==> src/rtl/mem_arbiter.sv <==
// rtl/mem_arbiter.sv - two-port (fetch/data) arbiter onto a single shared memory bus.
// Optional MEM_ARBITER_RR_EN: round-robin between simultaneous requests instead of data-first priority.
module mem_arbiter (
  input  logic        clock,
  input  logic        reset,
  input  logic        imem_valid,
  input  logic        imem_instr,
  input  logic [31:0] imem_addr,
  input  logic [31:0] imem_wdata,
  input  logic [3:0]  imem_wstrb,
  output logic        imem_ready,
  output logic [31:0] imem_rdata,
  input  logic        dmem_valid,
  input  logic        dmem_instr,
  input  logic [31:0] dmem_addr,
  input  logic [31:0] dmem_wdata,
  input  logic [3:0]  dmem_wstrb,
  output logic        dmem_ready,
  output logic [31:0] dmem_rdata,
  output logic        mem_valid,
  output logic        mem_instr,
  output logic [31:0] mem_addr,
  output logic [31:0] mem_wdata,
  output logic [3:0]  mem_wstrb,
  input  logic        mem_ready,
  input  logic [31:0] mem_rdata
);

  typedef enum logic [1:0] {IDLE, BUSY_I, BUSY_D} state_t;

  state_t      state_q, state_d;
  logic        i_pend_q, i_pend_d;
  logic        i_instr_q, i_instr_d;
  logic [31:0] i_addr_q, i_addr_d;
  logic [31:0] i_wdata_q, i_wdata_d;
  logic [3:0]  i_wstrb_q, i_wstrb_d;
  logic        d_pend_q, d_pend_d;
  logic        d_instr_q, d_instr_d;
  logic [31:0] d_addr_q, d_addr_d;
  logic [31:0] d_wdata_q, d_wdata_d;
  logic [3:0]  d_wstrb_q, d_wstrb_d;
`ifdef MEM_ARBITER_RR_EN
  logic        last_data_q, last_data_d;
`endif

  logic any_pend;
  logic grant_data;
  logic sel_data;
  logic sel_fetch;

  always_comb begin
    any_pend = i_pend_q | d_pend_q;
`ifdef MEM_ARBITER_RR_EN
    // On contention the port that was not granted last wins.
    grant_data = d_pend_q & (~i_pend_q | ~last_data_q);
`else
    grant_data = d_pend_q;
`endif

    imem_ready = (state_q == BUSY_I) & mem_ready;
    dmem_ready = (state_q == BUSY_D) & mem_ready;
    imem_rdata = imem_ready ? mem_rdata : 32'h0;
    dmem_rdata = dmem_ready ? mem_rdata : 32'h0;

    // Bus fields come straight from the pending registers, which cannot change while owned.
    mem_valid = (state_q == IDLE) & any_pend;
    sel_data  = (state_q == BUSY_D) | ((state_q == IDLE) & grant_data);
    sel_fetch = (state_q == BUSY_I) | ((state_q == IDLE) & any_pend & ~grant_data);
    mem_instr = sel_data ? d_instr_q : (sel_fetch ? i_instr_q : 1'b0);
    mem_addr  = sel_data ? d_addr_q  : (sel_fetch ? i_addr_q  : 32'h0);
    mem_wdata = sel_data ? d_wdata_q : (sel_fetch ? i_wdata_q : 32'h0);
    mem_wstrb = sel_data ? d_wstrb_q : (sel_fetch ? i_wstrb_q : 4'h0);
  end

  always_comb begin
    state_d = state_q;
`ifdef MEM_ARBITER_RR_EN
    last_data_d = last_data_q;
`endif
    case (state_q)
      IDLE: begin
        if (any_pend) begin
          state_d = grant_data ? BUSY_D : BUSY_I;
`ifdef MEM_ARBITER_RR_EN
          last_data_d = grant_data;
`endif
        end
      end
      BUSY_I:  if (mem_ready) state_d = IDLE;
      BUSY_D:  if (mem_ready) state_d = IDLE;
      default: state_d = IDLE;
    endcase
  end

  // A port may refill its pending slot in the very cycle its response is returned.
  always_comb begin
    i_pend_d  = i_pend_q & ~imem_ready;
    i_instr_d = i_instr_q;
    i_addr_d  = i_addr_q;
    i_wdata_d = i_wdata_q;
    i_wstrb_d = i_wstrb_q;
    if (imem_valid & (~i_pend_q | imem_ready)) begin
      i_pend_d  = 1'b1;
      i_instr_d = imem_instr;
      i_addr_d  = imem_addr;
      i_wdata_d = imem_wdata;
      i_wstrb_d = imem_wstrb;
    end
    d_pend_d  = d_pend_q & ~dmem_ready;
    d_instr_d = d_instr_q;
    d_addr_d  = d_addr_q;
    d_wdata_d = d_wdata_q;
    d_wstrb_d = d_wstrb_q;
    if (dmem_valid & (~d_pend_q | dmem_ready)) begin
      d_pend_d  = 1'b1;
      d_instr_d = dmem_instr;
      d_addr_d  = dmem_addr;
      d_wdata_d = dmem_wdata;
      d_wstrb_d = dmem_wstrb;
    end
  end

  always_ff @(posedge clock) begin
    if (!reset) begin
      state_q     <= IDLE;
      i_pend_q    <= 1'b0;
      d_pend_q    <= 1'b0;
`ifdef MEM_ARBITER_RR_EN
      last_data_q <= 1'b0;
`endif
    end else begin
      state_q     <= state_d;
      i_pend_q    <= i_pend_d;
      d_pend_q    <= d_pend_d;
`ifdef MEM_ARBITER_RR_EN
      last_data_q <= last_data_d;
`endif
    end
  end

  always_ff @(posedge clock) begin
    i_instr_q <= i_instr_d;
    i_addr_q  <= i_addr_d;
    i_wdata_q <= i_wdata_d;
    i_wstrb_q <= i_wstrb_d;
    d_instr_q <= d_instr_d;
    d_addr_q  <= d_addr_d;
    d_wdata_q <= d_wdata_d;
    d_wstrb_q <= d_wstrb_d;
  end

endmodule

==> config.mk <==
export PLATFORM = sky130hd
export DESIGN_NAME = mem_arbiter
export DESIGN_NICKNAME = d
export VERILOG_FILES = /design/src/rtl/mem_arbiter.sv
export SDC_FILE = /design/constraint.sdc
export NUM_CORES = 1
export LEC_CHECK = 0
export CORE_AREA = 2 2 120 122
export CTS_CLUSTER_DIAMETER = 60
export DETAILED_ROUTE_END_ITERATION = 7
export DIE_AREA = 0 0 122 124
export DONT_BUFFER_PORTS = 1
export GPL_ROUTABILITY_DRIVEN = 0
export PLACE_DENSITY = 0.64
export REMOVE_ABC_BUFFERS = 1
export SYNTH_ARGS = -nofsm -noshare
export SYNTH_HDL_FRONTEND = slang
export SYNTH_SLANG_ARGS = --single-unit
==> constraint.sdc <==
create_clock -name clock -period 7.5 [get_ports clock]
set_input_delay 0.375 -clock clock [delete_from_list [all_inputs] [get_ports clock]]
set_output_delay 0.375 -clock clock [all_outputs]
set_load 0.02 [all_outputs]
==> impl_summary.log, run 1 <==
INFO  metric via_per_inst = 5.92
INFO  metric dp_hpwl = 10700 µm
INFO  metric max_clock_freq = 0.276 GHz
INFO  metric power.share.clock = 40.4%
INFO  metric synth.distinct_cells = 22
INFO  metric wire_length_of_the_first_global_routing_pass = 19400 µm
INFO  metric clock_sinks = 142
INFO  metric worst-path-buf-inv = 2
INFO  metric ys_seq_elements = 142
INFO  metric timing.final.ws_setup = 3.87 ns
INFO  metric gr_util_met3 = 9.57%
INFO  metric number_of_global_route_vias_before_repair = 3064
INFO  metric first_pass_iters = 5
INFO  metric layout.cell_area.non_filler = 6340 µm²
INFO  metric synth_top_cell_area_share = 74.7%
INFO  metric antenna_violating_nets_post_route = 0
INFO  metric worstPathRequired = 7.12 ns
INFO  metric setup-violations-final = 0
INFO  metric post_route_cells_drive_above_1_share = 11.8%
INFO  metric syn-cell-area = 5550 µm²
INFO  metric finalNetCount = 504
INFO  metric hold_path_depth = 0
INFO  metric detailroute.via_count = 3146
INFO  metric count_of_flip_flops_with_a_built_in_enable_after_synthesis = 138
INFO  metric htree_levels = 4
INFO  metric post-synth-top-area-cell = edfxtp_1
INFO  metric grt.met1_usage = 15.6%
INFO  metric tightestPinTransition = 0.893 ns
INFO  metric worst_clock_skew = 0.0105 ns
INFO  metric clk_latency = 0.42 ns
INFO  metric detail_route.wirelength = 14800 µm
INFO  metric grt_busiest_layer = met2
INFO  metric period_needed = 3.63 ns
INFO  metric antenna_violations_before_repair = 7
INFO  metric floorplan.io_pins = 311
INFO  metric clockRootBuffer = clkbuf_16
INFO  metric worstSetupPathType = register to primary output
INFO  metric drt_iter0_drc = 179
INFO  metric maximum_number_of_pins_on_one_net_before_global_route_repair = 70
INFO  metric slowest_stage = nor2_4
INFO  metric grtUsageTotal = 18.7%
INFO  metric period_share = 48.4%
INFO  metric timing.reg2reg.worst_path_depth = 5
INFO  metric power.sequential.fraction = 44.7%
INFO  metric synth.yosys.warnings = 0
INFO  metric outcome = finished, final reports clean
INFO  metric synthesis.area_per_instance = 16.8 µm²
INFO  metric powerDensity = 334 nW/µm²
INFO  metric grt_setup_unrepaired = no
INFO  metric synth.most_common_cell = edfxtp_1
INFO  metric ir_worst_vdd = 0.184 mV
INFO  metric dp_slack = 4.28 ns
INFO  metric power.share.combinational = 14.9%
INFO  metric cts_tree = yes
INFO  metric async_flop_share = 0%
INFO  metric worst_min_delay_path_category = primary input to register
INFO  metric worst-path-max-fanout = 36
INFO  metric die_h = 124 µm
INFO  metric cp-end-kind = primary output
INFO  metric report.final.hold_viol_count = 0
INFO  metric route.detailed.wl_per_inst = 28.0 µm
INFO  metric p_switching = 0.627 mW
INFO  metric cts_inserted_buffers = 17
INFO  metric number_of_instances_resized_during_post_cts_repair = 0
INFO  metric postPlaceCellArea = 5690 µm²
INFO  metric drc_errors = 0
INFO  metric grt_use_met2 = 33.7%
INFO  metric initial_core_util = 40.4%
INFO  metric max-clock-path-buffers = 2
INFO  metric final.fill_count = 1158
INFO  metric crit_path_cell_trace = inv_1, ha_1, a21oi_1, nor2_4, buf_4, a22o_1
INFO  metric synth_flop_cell = edfxtp_1
INFO  metric io_buffer_count = 0
INFO  metric crit_path_start_kind = register
INFO  metric path_delay_family = simple AND/OR/NAND/NOR gates
INFO  metric netSwitchingFraction = 29.7%
INFO  metric cap_violations = 0
INFO  metric final_number_of_max_transition_violations = 0
INFO  metric finalSetupTns = 0 ns
INFO  metric synth_sequential_area_ratio = 76.2%
INFO  metric cp_slowest_stage_delay = 0.71 ns
INFO  metric post_synth_most_frequent_cells = edfxtp_1 (138), a22o_1 (69), and3_1 (64), clkbuf_1 (18), buf_2 (6)
INFO  metric crit_cells = 6
INFO  metric cts.clk_slew.worst_paths = 0.07 ns
INFO  metric grt_remaining_overflow = 0
INFO  metric static_leakage = 2.41 nW
INFO  metric die_width = 122 µm
INFO  metric die-area = 15100 µm²
INFO  metric core_region_area = 13700 µm²
INFO  metric holdBufCountCts = 0
INFO  metric synthCells = 331
INFO  metric post_cts.repair.setup_buffers = 0
INFO  metric post_synth_main_area_contributors = edfxtp_1 (75%), a22o_1 (11%), and3_1 (7.2%)
INFO  metric layout-area-overhead-vs-synth = 14.3%
INFO  metric power_report.internal_total = 1.49 mW
INFO  metric slew_headroom = 40.3%
INFO  metric placementRows = 43
INFO  metric worst_ep_arrival = 3.25 ns
-- metal layers --
metal | vias to the layer above | wire, µm | part of all wire [%]
met4 | 2 | 830 | 5.6
met1 | 1526 | 4500 | 30
li1 | 1340 | - | -
met5 | - | 16 | 0.11
met2 | 238 | 7870 | 53
met3 | 40 | 1620 | 11
-- metrics by stage --
step / hold slack (ns) / instances / utilization (%) / power (mW)
finish: 0.0411 / 531 / 46.2 / 2.11
global route: 0.0197 / 527 / 46.1 / 2.19
CTS: 0.0223 / 519 / 46.0 / 2.14
detailed placement: 0.474 / 487 / 41.5 / 1.28
global placement: 0.454 / 487 / 41.5 / 1.28
floorplan: 0.445 / 303 / - / 1.22
-- power by group through the flow --
stage	Combinational (mW)	Clock [mW]	Sequential [mW]
after global placement	0.314	0	0.961
final	0.314	0.854	0.946
after detailed placement	0.317	0	0.963
after floorplan	0.256	0	0.965
after CTS	0.319	0.874	0.946
after global routing	0.332	0.904	0.950
-- worst register-to-register path, stage by stage, from the launching register on --
cell and delay (ns):
dfxtp_1 0.31, inv_1 0.09, ha_1 0.73, nand2_1 0.28
a21boi_4 0.67, buf_4 0.65
-- cells in the final DEF, fill, tap and decap left out, types with 4 or more instances in the layout --
cell type / instances
inv_8: 4
edfxtp_1: 138
clkinv_8: 4
diode_2: 12
buf_4: 4
clkbuf_16: 17
dfxtp_1: 4
inv_1: 5
inv_6: 5
a21oi_1: 4
a22o_1: 69
and3_1: 64
nor2b_1: 4
-- sequential cells by signal, summed over array words and instances (netlist names) --
register and cells:
d_addr_q 32, d_instr_q 1, d_wstrb_q 4, d_pend_q 1, i_instr_q 1, i_addr_q 32
i_wdata_q 32, d_wdata_q 32, state_q 2, i_pend_q 1, i_wstrb_q 4
-- path summary, 6_finish.rpt --
kind	startpoint	slack, ns	end
max	state_q[1]	3.87	mem_wstrb[2]
min	dmem_wdata[15]	0.04	d_wdata_q[15]
max reg2reg	state_q[0]	4.32	d_wdata_q[11]
min reg2reg	state_q[1]	0.52	state_q[1]
-- logic make-up after synthesis --
logic type | share of synthesized area, %
DFF | 76.2
and+or+nand+nor | 8.23
AOI/OAI and AO/OA | 12.2
buffers and inverters | 2.77
adders and majority gates | 0.677
-- layout make-up --
class | instances | area (µm²) | area share, %
well taps | 180 | 225 | 3.55
repair buffers | 4 | 30.0 | 0.474
multi-input cells | 156 | 1190 | 18.8
inverters | 5 | 18.8 | 0.296
diodes | 12 | 30.0 | 0.474
clock buffers | 17 | 425 | 6.71
flip-flops and latches | 142 | 4220 | 66.6
clock inverters | 15 | 193 | 3.04
Note: power is estimated with default switching activity, not from simulation.
==> run 2, diff against run 1 <==
Settings changed: ABC_AREA set to 1, PLACE_DENSITY 0.64 to 0.68.
Clock period 7.5 ns to 3.4 ns, I/O delays scaled along.
==> impl_summary.log, run 2 <==
INFO  metric outcome = aborted with a tool error
INFO  metric failing_step = clock tree synthesis
INFO  metric error = [ERROR RSZ-0060] Max buffer count reached.
INFO  metric initial_core_util = 43.6% (+3.1 points)
INFO  metric dp.cells = 671 (+38%)
INFO  metric ys_seq_elements = 142 (unchanged)
INFO  metric max-clock-path-buffers = 2 (unchanged)
INFO  metric async_flop_share = 0% (unchanged)
INFO  metric dp_slack = 0.939 ns (-3.34 ns)
INFO  metric placementRows = 43 (unchanged)
INFO  metric post-synth-top-area-cell = edfxtp_1
INFO  metric syn-cell-area = 5980 µm² (+7.8%)
INFO  metric die_width = 122 µm (unchanged)
INFO  metric synthCells = 518 (+56%)
INFO  metric synth.most_common_cell = edfxtp_1
INFO  metric synth_top_cell_area_share = 69.3% (-5.4 points)
INFO  metric synthesis.area_per_instance = 11.5 µm² (-31%)
INFO  metric count_of_flip_flops_with_a_built_in_enable_after_synthesis = 138 (unchanged)
INFO  metric clockRootBuffer = clkbuf_16
INFO  metric synth.yosys.warnings = 0 (unchanged)
INFO  metric synth.distinct_cells = 19 (-14%)
INFO  metric die_h = 124 µm (unchanged)
INFO  metric htree_levels = 4 (unchanged)
INFO  metric io_buffer_count = 0 (unchanged)
INFO  metric floorplan.io_pins = 311 (unchanged)
INFO  metric clock_sinks = 142 (unchanged)
INFO  metric holdBufCountCts = 141 (+141)
INFO  metric cts_inserted_buffers = 17 (unchanged)
INFO  metric dp_hpwl = 10200 µm (-4.8%)
INFO  metric post_cts.repair.setup_buffers = 0 (unchanged)
INFO  metric number_of_instances_resized_during_post_cts_repair = 0 (unchanged)
INFO  metric post_synth_most_frequent_cells = edfxtp_1 (138), nand2_1 (79), o21ai_0 (69), nor2_1 (66), nand3_1 (60)
INFO  metric post_synth_main_area_contributors = edfxtp_1 (69%), o21ai_0 (5.8%), nand3_1 (5.0%)
INFO  metric synth_sequential_area_ratio = 70.7% (-5.5 points)
INFO  metric synth_flop_cell = edfxtp_1
[run 2: changes by cell type after synthesis, moves of 38 or more]
cell | previous run | this run
nand2_1 | 3 | 79
a22o_1 | 69 | 0
o21ai_0 | 1 | 69
nor2_1 | 0 | 66
and3_1 | 64 | 0
nand3_1 | 0 | 60
inv_1 | 5 | 43
[run 2: logic make-up after synthesis]
family	share of synthesized area, %
AND/OR/NAND/NOR	16.5
adder cells (fa/ha/maj)	0.628
buffers and inverters	5.97
flip-flops	70.7
AO/OA/AOI/OAI	6.28
[run 2: metrics by stage]
step           area [µm²]  utilization, %  TNS (ns)  hold WS [ns]
2_1_floorplan        5790               -   -289.89         0.269
3_3_place_gp         6120            44.6         0         0.269
3_5_place_dp         6120            44.6         0         0.269
==> run 3, diff against run 2 <==
Settings changed: CORE_AREA 2 2 120 122 to unset, CORE_UTILIZATION set to 40, CTS_CLUSTER_DIAMETER 60 to unset, DIE_AREA 0 0 122 124 to unset, PLACE_DENSITY 0.68 to unset, PLACE_DENSITY_LB_ADDON set to 0.15.
==> impl_summary.log, run 3 <==
INFO  metric max-clock-path-buffers = 2 (unchanged)
INFO  metric outcome = finished, final reports clean
INFO  metric worst_clock_skew = 0.0106 ns
INFO  metric layout.cells.most_common = dlygate4sd3_1
INFO  metric cts.clk_slew.worst_paths = 0.06 ns
INFO  metric synth_flop_cell = edfxtp_1
INFO  metric synthCells = 518 (unchanged)
INFO  metric layout_common_cells = dlygate4sd3_1 (141), edfxtp_1 (138), nand2_1 (79), o21ai_0 (69), nor2_1 (66)
INFO  metric crit_path_start_kind = register
INFO  metric p_total = 4.58 mW
INFO  metric slowest_stage = nor2_8
INFO  metric drc_errors = 0
INFO  metric drt_iter0_drc = 336
INFO  metric finalNetCount = 828
INFO  metric finalSetupTns = 0 ns
INFO  metric critical_path.most_common_cell = nand2_1
INFO  metric antenna_violations_before_repair = 1
INFO  metric max_clock_freq = 0.362 GHz
INFO  metric post_cts.repair.setup_buffers = 0 (unchanged)
INFO  metric dp.cells = 674 (+0.45%)
INFO  metric layout-area-overhead-vs-synth = 35.6%
INFO  metric clock_sinks = 142 (unchanged)
INFO  metric grt_setup_unrepaired = no
INFO  metric timing.final.ws_setup = 0.641 ns
INFO  metric dp_hpwl = 9760 µm (-4.0%)
INFO  metric die-area = 15400 µm²
INFO  metric post-route-util = 55.8%
INFO  metric path_delay_family = simple AND/OR/NAND/NOR gates
INFO  metric die_width = 124 µm (+1.8%)
INFO  metric clockRootBuffer = clkbuf_16
INFO  metric clk_latency = 0.41 ns
INFO  metric crit_path_cell_trace = inv_1, ha_1, nand2_1, inv_4, nor2_8, buf_12, nand3_2, nand2_1
INFO  metric cts_inserted_buffers = 17 (unchanged)
INFO  metric async_flop_share = 0% (unchanged)
INFO  metric synth.yosys.warnings = 0 (unchanged)
INFO  metric via_per_inst = 5.23
INFO  metric powerDensity = 565 nW/µm²
INFO  metric synth.most_common_cell = edfxtp_1
INFO  metric placementRows = 44 (+2.3%)
INFO  metric die_h = 124 µm (+0.19%)
INFO  metric cp_slowest_stage_delay = 0.46 ns
INFO  metric post-synth-top-area-cell = edfxtp_1
INFO  metric cap_violations = 0
INFO  metric ir_worst_vdd = 0.364 mV
INFO  metric number_of_global_route_vias_before_repair = 4505
INFO  metric static_leakage = 3.22 nW
INFO  metric final_number_of_max_transition_violations = 0
INFO  metric period_share = 81.2%
INFO  metric maximum_number_of_pins_on_one_net_before_global_route_repair = 72
INFO  metric post_synth_main_area_contributors = edfxtp_1 (69%), o21ai_0 (5.8%), nand3_1 (5.0%)
INFO  metric slew_headroom = 52.9%
INFO  metric number_of_instances_resized_during_post_cts_repair = 0 (unchanged)
INFO  metric synth_top_cell_area_share = 69.3% (unchanged)
INFO  metric post_route_cells_drive_above_1_share = 8.01%
INFO  metric grtUsageTotal = 21.1%
INFO  metric grt_remaining_overflow = 0
INFO  metric cts_tree = yes
INFO  metric antenna_violating_nets_post_route = 0
INFO  metric worst-path-buf-inv = 3
INFO  metric dp_slack = 1.05 ns (+0.108 ns)
INFO  metric io_buffer_count = 0 (unchanged)
INFO  metric worstSetupPathType = register to primary output
INFO  metric tightestPinTransition = 0.706 ns
INFO  metric wire_length_of_the_first_global_routing_pass = 24700 µm
INFO  metric syn-cell-area = 5980 µm² (unchanged)
INFO  metric worst_min_delay_path_category = primary input to register
INFO  metric floorplan.io_pins = 311 (unchanged)
INFO  metric route.detailed.wl_per_inst = 19.2 µm
INFO  metric worst-path-max-fanout = 71
INFO  metric post_synth_most_frequent_cells = edfxtp_1 (138), nand2_1 (79), o21ai_0 (69), nor2_1 (66), nand3_1 (60)
INFO  metric detail_route.wirelength = 16300 µm
INFO  metric cp-end-kind = primary output
INFO  metric synth.distinct_cells = 19 (unchanged)
INFO  metric synthesis.area_per_instance = 11.5 µm² (unchanged)
INFO  metric ys_seq_elements = 142 (unchanged)
INFO  metric synth_sequential_area_ratio = 70.7% (unchanged)
INFO  metric detailroute.via_count = 4427
INFO  metric holdBufCountCts = 141 (unchanged)
INFO  metric worstPathRequired = 3.23 ns
INFO  metric worst_ep_arrival = 2.59 ns
INFO  metric core_region_area = 14500 µm²
INFO  metric setup-violations-final = 0
INFO  metric count_of_flip_flops_with_a_built_in_enable_after_synthesis = 138 (unchanged)
INFO  metric initial_core_util = 41.1% (-2.4 points)
INFO  metric period_needed = 2.76 ns
INFO  metric layoutNonFillerInstCount = 847
INFO  metric first_pass_iters = 5
INFO  metric htree_levels = 4 (unchanged)
INFO  metric report.final.hold_viol_count = 0
[run 3: cell counts after synthesis]
Identical to the previous run, type by type.
[run 3: worst min-delay path, delay by kind of cell]
kind	cells	cell delay [ns]
AO/OA/AOI/OAI	1	0.06
buffers and inverters	1	0.03
AND/OR/NAND/NOR	2	0.17
[run 3: metrics by stage]
step / area [µm²] / hold WS [ns]
2_1_floorplan: 5790 / 0.269
6_report: 8100 / 0.0712
4_1_cts: 8100 / 0.0425
3_3_place_gp: 6150 / 0.269
5_1_grt: 8100 / 0.0750
3_5_place_dp: 6150 / 0.269
[run 3: worst paths after layout]
path / start / to / slack, ns / cells after the start
hold / removal: mem_ready / state_q[1] / 0.07 / 4
setup reg to reg: state_q[0] / d_addr_q[23] / 1.40 / 5
hold reg to reg: state_q[1] / state_q[1] / 0.51 / 2
setup / recovery: state_q[1] / mem_wstrb[0] / 0.64 / 8
[run 3: final cells by class]
type	count	area (µm²)
Antenna cell	1	2.50
Clock buffer	18	429
Clock inverter	13	114
Fill cell	1190	6430
Inverter	44	168
Multi-Input combinational cell	297	1420
Sequential cell	142	4220
Tap cell	184	230
Timing Repair Buffer	148	1510
[run 3: power breakdown]
part	total, mW	internal (mW)	leakage, nW	switching (mW)
logic	0.788	0.219	1.62	0.569
clock network	1.72	1.00	0.257	0.712
registers	2.08	2.05	1.35	0.0287
[run 3: kinds of logic (layout without fill, tap and decap cells)]
| logic type | count (synthesis) | in the layout | synth area share [%] |
|---|---|---|---|
| AND/OR/NAND/NOR | 219 | 219 | 16.5 |
| flip-flops | 142 | 142 | 70.7 |
| buffers and inverters | 79 | 223 | 5.97 |
| AO/OA/AOI/OAI | 75 | 75 | 6.28 |
| adder cells (fa/ha/maj) | 3 | 3 | 0.628 |
| other | 0 | 1 | 0 |
[run 3: metal layers]
metal  GRT usage [%]  part of all wire [%]  wire length (µm)
met1            23.3                    37              6040
met2            36.7                    52              8470
met3            6.68                   7.6              1240
met4            9.78                   3.1               503
met5               0                     0                 0
